## src/rtl/adc_tdm_rx_if.sv

```systemverilog
// adc_tdm_rx_if
// Bundles the codec-facing serial pins and the parallel sample outputs of the
// TDM128 ADC receiver.
//   sdout        : codec serial data, MSB-first (into the receiver)
//   bick         : generated bit clock (out of the receiver)
//   lrck         : generated frame clock, 50% duty (out of the receiver)
//   sample_clk   : frame-rate clock for the calibration stage, equal to lrck
//   adc_in0..3   : signed raw samples, one per TDM slot
//   sample_valid : one-clk pulse when adc_in0..3 update
// Modport master is the receiver side; slave is the codec/consumer side.
interface adc_tdm_rx_if;
    logic               sdout;
    logic               bick;
    logic               lrck;
    logic               sample_clk;
    logic signed [15:0] adc_in0;
    logic signed [15:0] adc_in1;
    logic signed [15:0] adc_in2;
    logic signed [15:0] adc_in3;
    logic               sample_valid;

    modport master (
        input  sdout,
        output bick, lrck, sample_clk,
        output adc_in0, adc_in1, adc_in2, adc_in3,
        output sample_valid
    );

    modport slave (
        output sdout,
        input  bick, lrck, sample_clk,
        input  adc_in0, adc_in1, adc_in2, adc_in3,
        input  sample_valid
    );
endinterface

```

## src/rtl/adc_tdm_rx.sv

```systemverilog
// adc_tdm_rx
// TDM128 receiver for a 4-channel audio ADC. Generates BICK and LRCK from the
// system clock, deserialises 16-bit MSB-first words from the first 16 bits of
// each 32-bit slot and presents all four channels once per frame.
//   clk   : system clock
//   rst_n : asynchronous active-low reset
//   bus   : adc_tdm_rx_if.master (sdout in; bick, lrck, sample_clk,
//           adc_in0..3, sample_valid out)
// Parameter BICK_DIV (1..255): clk cycles per BICK half-period.
module adc_tdm_rx #(
    parameter int BICK_DIV = 1
) (
    input  logic          clk,
    input  logic          rst_n,
    adc_tdm_rx_if.master  bus
);
    localparam int DATA_W = 16;
    localparam int DIV_W  = 8;

    logic [DIV_W-1:0]         div_cnt;
    logic                     bick_r;
    logic                     lrck_r;
    logic [6:0]               bit_cnt;
    logic [6:0]               bit_nxt;
    logic                     frame_ok;
    logic [DATA_W-1:0]        shift_p0;
    logic [DATA_W-1:0]        shift_in;
    logic signed [DATA_W-1:0] hold_p0 [4];
    logic signed [DATA_W-1:0] adc_p1  [4];
    logic                     vld_p1;

    logic       div_wrap;
    logic       rise_tick;
    logic       fall_tick;
    logic [1:0] slot;
    logic [4:0] pos;
    logic       in_word;

    assign div_wrap  = (div_cnt == DIV_W'(BICK_DIV - 1));
    assign rise_tick = div_wrap & ~bick_r;
    assign fall_tick = div_wrap &  bick_r;
    assign bit_nxt   = bit_cnt + 7'd1;
    assign slot      = bit_cnt[6:5];
    assign pos       = bit_cnt[4:0];
    assign in_word   = (pos != 5'd0) && (pos <= 5'd16);
    assign shift_in  = {shift_p0[DATA_W-2:0], bus.sdout};

    // Clock generation: BICK toggles on divider wrap; bit counter and LRCK
    // advance together on the BICK falling toggle. frame_ok marks that a
    // complete frame has started since reset, so the bit_cnt=127 position
    // left by reset never publishes a partial frame.
    always_ff @(posedge clk or negedge rst_n) begin
        if (!rst_n) begin
            div_cnt  <= '0;
            bick_r   <= 1'b0;
            lrck_r   <= 1'b0;
            bit_cnt  <= 7'd127;
            frame_ok <= 1'b0;
        end else begin
            if (div_wrap) begin
                div_cnt <= '0;
                bick_r  <= ~bick_r;
            end else begin
                div_cnt <= div_cnt + 1'b1;
            end
            if (fall_tick) begin
                bit_cnt <= bit_nxt;
                lrck_r  <= ~bit_nxt[6];
                if (bit_cnt == 7'd127) frame_ok <= 1'b1;
            end
        end
    end

    // Stage p0: sdout captured on the BICK rising toggle; completed words
    // land in the per-slot hold registers at p=16.
    always_ff @(posedge clk or negedge rst_n) begin
        if (!rst_n) begin
            shift_p0 <= '0;
            for (int i = 0; i < 4; i++) hold_p0[i] <= '0;
        end else if (rise_tick) begin
            if (in_word) shift_p0 <= shift_in;
            if (pos == 5'd16) hold_p0[slot] <= $signed(shift_in);
        end
    end

    // Stage p1: all four channels published together at the last bit of the
    // frame, ahead of the next LRCK rise.
    always_ff @(posedge clk or negedge rst_n) begin
        if (!rst_n) begin
            for (int i = 0; i < 4; i++) adc_p1[i] <= '0;
            vld_p1 <= 1'b0;
        end else begin
            vld_p1 <= 1'b0;
            if (rise_tick && (bit_cnt == 7'd127) && frame_ok) begin
                adc_p1 <= hold_p0;
                vld_p1 <= 1'b1;
            end
        end
    end

    assign bus.bick         = bick_r;
    assign bus.lrck         = lrck_r;
    assign bus.sample_clk   = lrck_r;
    assign bus.adc_in0      = adc_p1[0];
    assign bus.adc_in1      = adc_p1[1];
    assign bus.adc_in2      = adc_p1[2];
    assign bus.adc_in3      = adc_p1[3];
    assign bus.sample_valid = vld_p1;
endmodule
```

## src/flat_wrapper.sv

```systemverilog
// flat-port wrapper written by rule: the top's interface ports become plain ports
module adc_tdm_rx_flat 
#(
    parameter int BICK_DIV = 1
)
  (clk, rst_n, bus_sdout, bus_bick, bus_lrck, bus_sample_clk, bus_adc_in0, bus_adc_in1, bus_adc_in2, bus_adc_in3, bus_sample_valid);
  adc_tdm_rx_if bus_i ();
  input  logic clk;
  input  logic rst_n;
  input wire logic [$bits(bus_i.sdout)-1:0] bus_sdout;
  output wire logic [$bits(bus_i.bick)-1:0] bus_bick;
  output wire logic [$bits(bus_i.lrck)-1:0] bus_lrck;
  output wire logic [$bits(bus_i.sample_clk)-1:0] bus_sample_clk;
  output wire logic [$bits(bus_i.adc_in0)-1:0] bus_adc_in0;
  output wire logic [$bits(bus_i.adc_in1)-1:0] bus_adc_in1;
  output wire logic [$bits(bus_i.adc_in2)-1:0] bus_adc_in2;
  output wire logic [$bits(bus_i.adc_in3)-1:0] bus_adc_in3;
  output wire logic [$bits(bus_i.sample_valid)-1:0] bus_sample_valid;
  assign bus_i.sdout = bus_sdout;
  assign bus_bick = bus_i.bick;
  assign bus_lrck = bus_i.lrck;
  assign bus_sample_clk = bus_i.sample_clk;
  assign bus_adc_in0 = bus_i.adc_in0;
  assign bus_adc_in1 = bus_i.adc_in1;
  assign bus_adc_in2 = bus_i.adc_in2;
  assign bus_adc_in3 = bus_i.adc_in3;
  assign bus_sample_valid = bus_i.sample_valid;
  adc_tdm_rx #(.BICK_DIV(BICK_DIV)) u_core (.clk(clk), .rst_n(rst_n), .bus(bus_i));
endmodule
```

## config.mk

```make
export PLATFORM = sky130hd
export DESIGN_NAME = adc_tdm_rx_flat
export DESIGN_NICKNAME = d
export VERILOG_FILES = /design/src/rtl/adc_tdm_rx_if.sv /design/src/rtl/adc_tdm_rx.sv /design/src/flat_wrapper.sv
export SDC_FILE = /design/constraint.sdc
export NUM_CORES = 1
export LEC_CHECK = 0
export ABC_AREA = 1
export CAP_MARGIN = 20
export CORE_MARGIN = 2
export CORE_UTILIZATION = 53
export CTS_BUF_LIST = sky130_fd_sc_hd__clkbuf_4
export CTS_CLUSTER_DIAMETER = 120
export DETAILED_ROUTE_END_ITERATION = 8
export PLACE_DENSITY = 0.78
export SLEW_MARGIN = 25
export SYNTH_ARGS = -nofsm -noshare
export SYNTH_HDL_FRONTEND = slang
export SYNTH_SLANG_ARGS = --single-unit
```

## constraint.sdc

```tcl
create_clock -name clk -period 1.73 [get_ports clk]
set_input_delay 0.346 -clock clk [delete_from_list [all_inputs] [get_ports clk]]
set_output_delay 0.346 -clock clk [all_outputs]
set_load 0.05 [all_outputs]
```

==> out/qor_table.md <==
| Stage | Item | Value |
| --- | --- | --- |
| logic synthesis | Post-synthesis register bit count | 162 |
| floorplan | Full die area | 13,900 sq um |
| route | Detailed-route vias per instance | 5.25 |
| sta | Peak Freq | 575 MHz |
| global routing | Aggregate global-route resource usage | 21.9% |
| cts | Root buffer cell | clkbuf_4 |
| floorplan | Total number of placement rows | 41 |
| sta | Post-layout minimum cycle time | 1.74 ns |
| final layout | End-of-flow core utilization | 67.0% |
| pwr | Power Internal | 4.69 mW |
| cts | CTS sink count | 162 |
| final layout | Final layout net count | 861 |
| logic synthesis | Synthesized cell area | 6870 sq um |
| route | Average routed wire per standard cell | 16.3 um |
| sta | Worst-Margin Slew | 0.550 ns |
| route | DRC errors left | 0 |
| logic synthesis | Async set-or-reset flop fraction in the synthesized netlist | 100% |
| critical path | Crit Path Max Fanout | 8 |
| sta | Final-report hold violation count | 0 |
| critical path | Data arrival time of the critical path | 2.21 ns |
| floorplan | Die height | 118 um |
| critical path | FF-to-FF path depth | 8 |
| pwr | Static leakage power | 4.77 nW |
| global routing | Initial antenna violation count | 0 |
| sta | Unrepaired setup endpoints after global routing | yes |
| logic synthesis | Commonest register cell after synthesis | dfrtp_1 |
| sta | Sum Neg Setup Slack | -0.0134 ns |
| cts | Clock transition at the registers of the reported paths | 0.13 ns |
| sta | Final critical-path setup slack | -0.00868 ns |
| critical path | Setup crit end kind | flip-flop |
| cts | Number of clock buffers inserted by TritonCTS | 17 |
| logic synthesis | Number of flops mapped to enable cells by yosys | 0 |
| floorplan | X dimension of the die | 118 um |
| place | Number of placed instances with taps included | 979 |
| logic synthesis | Synthesized netlist cell count | 746 |
| pwr | Post-layout total power | 6.05 mW |
| route | DRT iter0 DRCs | 509 |
| hold path | Class of the tightest hold or removal check | input port to async pin |
| pwr | Share of total power consumed by net switching | 22.4% |
| logic synthesis | Seq/Total Area, Yosys | 59.1% |
| pwr | Net switching power | 1.35 mW |
| global routing | Wire length of the first global-routing pass | 24,600 um |
| final layout | Final Non-Filler Cells | 1,035 |
| route | Total detailed-routing wirelength | 16,800 um |
| floorplan | Top-level port count | 71 |
| final layout | Fillers | 966 |
| logic synthesis | Avg Cell Area, Syn | 9.21 sq um |
| critical path | WP data required | 2.20 ns |
| critical path | Worst setup slack for register-to-register paths | -0.009 ns |
| final layout | Count of inserted antenna diode cells | 0 |
| final layout | Fraction of layout instances using a drive strength above 1 | 29.2% |
| place | HPWL after detailed placement | 9800 um |
| logic synthesis | Net count after synthesis | 753 |
| final layout | Most common library cell in the layout ignoring fill and taps | nand2_1 |
| pwr | Combinational cell fraction of total power | 2.2% |
| sta | Post-route clock skew | 0.0179 ns |
| logic synthesis | Count of unique library cells instantiated by Yosys | 28 |
| pwr | Portion of total power attributed to sequential cells | 64.2% |
| critical path | Category of the worst setup path launch point | flip-flop |
| global routing | GR Overflow Total | 0 |
| sta | Worst hold slack | 0.320 ns |
| sta | Slew HR | 63.3% |
| global routing | Pin count of the biggest net entering global routing | 56 |
| critical path | Launch instance of the worst register-to-register path | u_core.div_cnt[1] |
| route | Total via count in the routed design | 5,433 |
| pwr | Clock Power Share | 33.6% |
| logic synthesis | Yosys warnings | 0 |
| sta | Count of final setup violators | 2 |
| cts | Clock buffer depth | 2 |
| cts | CTS tree | built |
| place | Port-buffer cells | 70 |
| pwr | Cell area power density | 715 nW/um^2 |
| final layout | Most frequent cells in the layout | nand2_1 (328), dfrtp_1 (155), buf_4 (88) |
| place | Placer's final routability congestion estimate | 0.836 |
| outcome | Run status | finished, violations left |
| flow run | Max Cap Viol | 0 |
| pwr | Worst IR Drop VDD | 0.000358 V |
| critical path | Type of the worst setup path | flip-flop to flip-flop |
| route | Detailed-router iteration count before antenna repair | 5 |
| sta | Ratio of final minimum period to clock period | 101% |
| cts | Maximum level of the CTS H-tree | 4 |
| global routing | Via count of the first global-routing pass | 5,081 |
| route | Count of nets left with antenna violations after detail routing | 0 |
| outcome | Failing checks | negative setup slack |
| final layout | Area grow syn2layout | 23.1% |
| sta | Number of max-slew violations in the final report | 0 |
| floorplan | CORE AREA | 12,600 sq um |
| floorplan | Initial cell density of the core | 54.5% |
| cts | Insertion delay to the later sink of the worst-skew pair | 0.57 ns |
| critical path | Reg2Reg Capture Point | u_core.hold_p0[14] |
[registers in the layout, indices dropped and copies added (netlist names), 7 cells and up]
name / cells
u_core.hold_p0: 64
u_core.shift_p0: 15
u_core.div_cnt: 8
u_core.bus.adc_in2: 16
u_core.bus.adc_in1: 16
u_core.bit_cnt: 7
u_core.bus.adc_in0: 16
u_core.bus.adc_in3: 16
[power by group through the flow]
stage / clock [mW] / sequential, mW / combinational, mW
5_1_grt: 2.22 / 3.88 / 0.155
2_1_floorplan: 0 / 3.93 / 0.0283
3_3_place_gp: 0 / 3.94 / 0.127
6_report: 2.03 / 3.88 / 0.133
3_5_place_dp: 0 / 3.94 / 0.134
4_1_cts: 2.06 / 3.87 / 0.136
[how the worst max path moves through the flow]
stage / start / endpoint / slack (ns) / depth (start not counted)
final: u_core.div_cnt[1] / u_core.hold_p0[14] / -0.009 / 8
after global routing: u_core.div_cnt[1] / u_core.hold_p0[14] / -0.09 / 8
after CTS: u_core.bit_cnt[0] / u_core.bus.adc_in3[2] / -0.02 / 8
after detailed placement: u_core.div_cnt[1] / u_core.shift_p0[6] / -0.14 / 8
after global placement: u_core.div_cnt[1] / u_core.shift_p0[2] / -0.03 / 8
after floorplan: u_core.bit_cnt[0] / u_core.bus.adc_in0[0] / 0.09 / 9
[critical path: stages (launching register included)]
cell and delay [ns]:
dfrtp_1 0.43, inv_1 0.07, ha_2 0.19, nand3_1 0.15
nor2_4 0.15, buf_12 0.16, nand4_2 0.26, nand2_1 0.16
nand2_1 0.07
[synthesized netlist by cell type (6+ instances only)]
cell type	instances	share of area (%)
nand3_1	73	5.3
dfrtp_1	155	56
nor2_1	12	0.66
inv_2	7	0.38
o21ai_0	6	0.44
inv_1	23	1.3
buf_2	8	0.58
nor2_2	6	0.55
buf_6	14	2.3
nand2_2	42	3.8
dfstp_2	7	2.7
nand2_1	355	19
[area by class of cell]
type / instances / area, sq um / area share, %
clock buffer: 19 / 143 / 1.69
clock inverter: 9 / 93.8 / 1.11
inverter: 32 / 125 / 1.48
multi-input combinational: 524 / 2630 / 31.0
sequential: 162 / 4060 / 48.0
tap: 172 / 215 / 2.54
timing repair buffer: 117 / 1190 / 14.1
[cells by family after synthesis]
family	Yosys count	synth area share [%]
simple gates	505	32.9
xor+xnor	4	0.510
compound gates	8	0.619
fa+ha+maj	4	0.728
flops	162	59.1
buf+inv	63	6.12
[layer usage]
| layer | up-vias | routed length, um | global-route usage, % | share of wire, % |
|---|---|---|---|---|
| met3 | 40 | 1100 | 4.80 | 6.5 |
| met4 | 0 | 416 | 7.76 | 2.5 |
| li1 | 2547 | - | - | - |
| met1 | 2611 | 6960 | 29.6 | 41 |
| met2 | 235 | 8340 | 35.2 | 50 |
| met5 | - | 0 | 0 | 0 |
[stage by stage]
step / worst slack, ns / area, sq um
floorplan: 0.0901 / 6870
global placement: -0.0255 / 7600
detailed placement: -0.141 / 7600
CTS: -0.0213 / 7980
global route: -0.0923 / 8460
finish: -0.00868 / 8460
[what timing repair did]
item                       CTS  global route
pin swaps                    6            35
setup endpoints to repair  126           143
hold endpoints to repair    42             0
gates cloned                 1            13
resized for setup            6            56
buffers inserted             6             7
hold buffers                 1             0
Power figures use the tool's default switching activity.
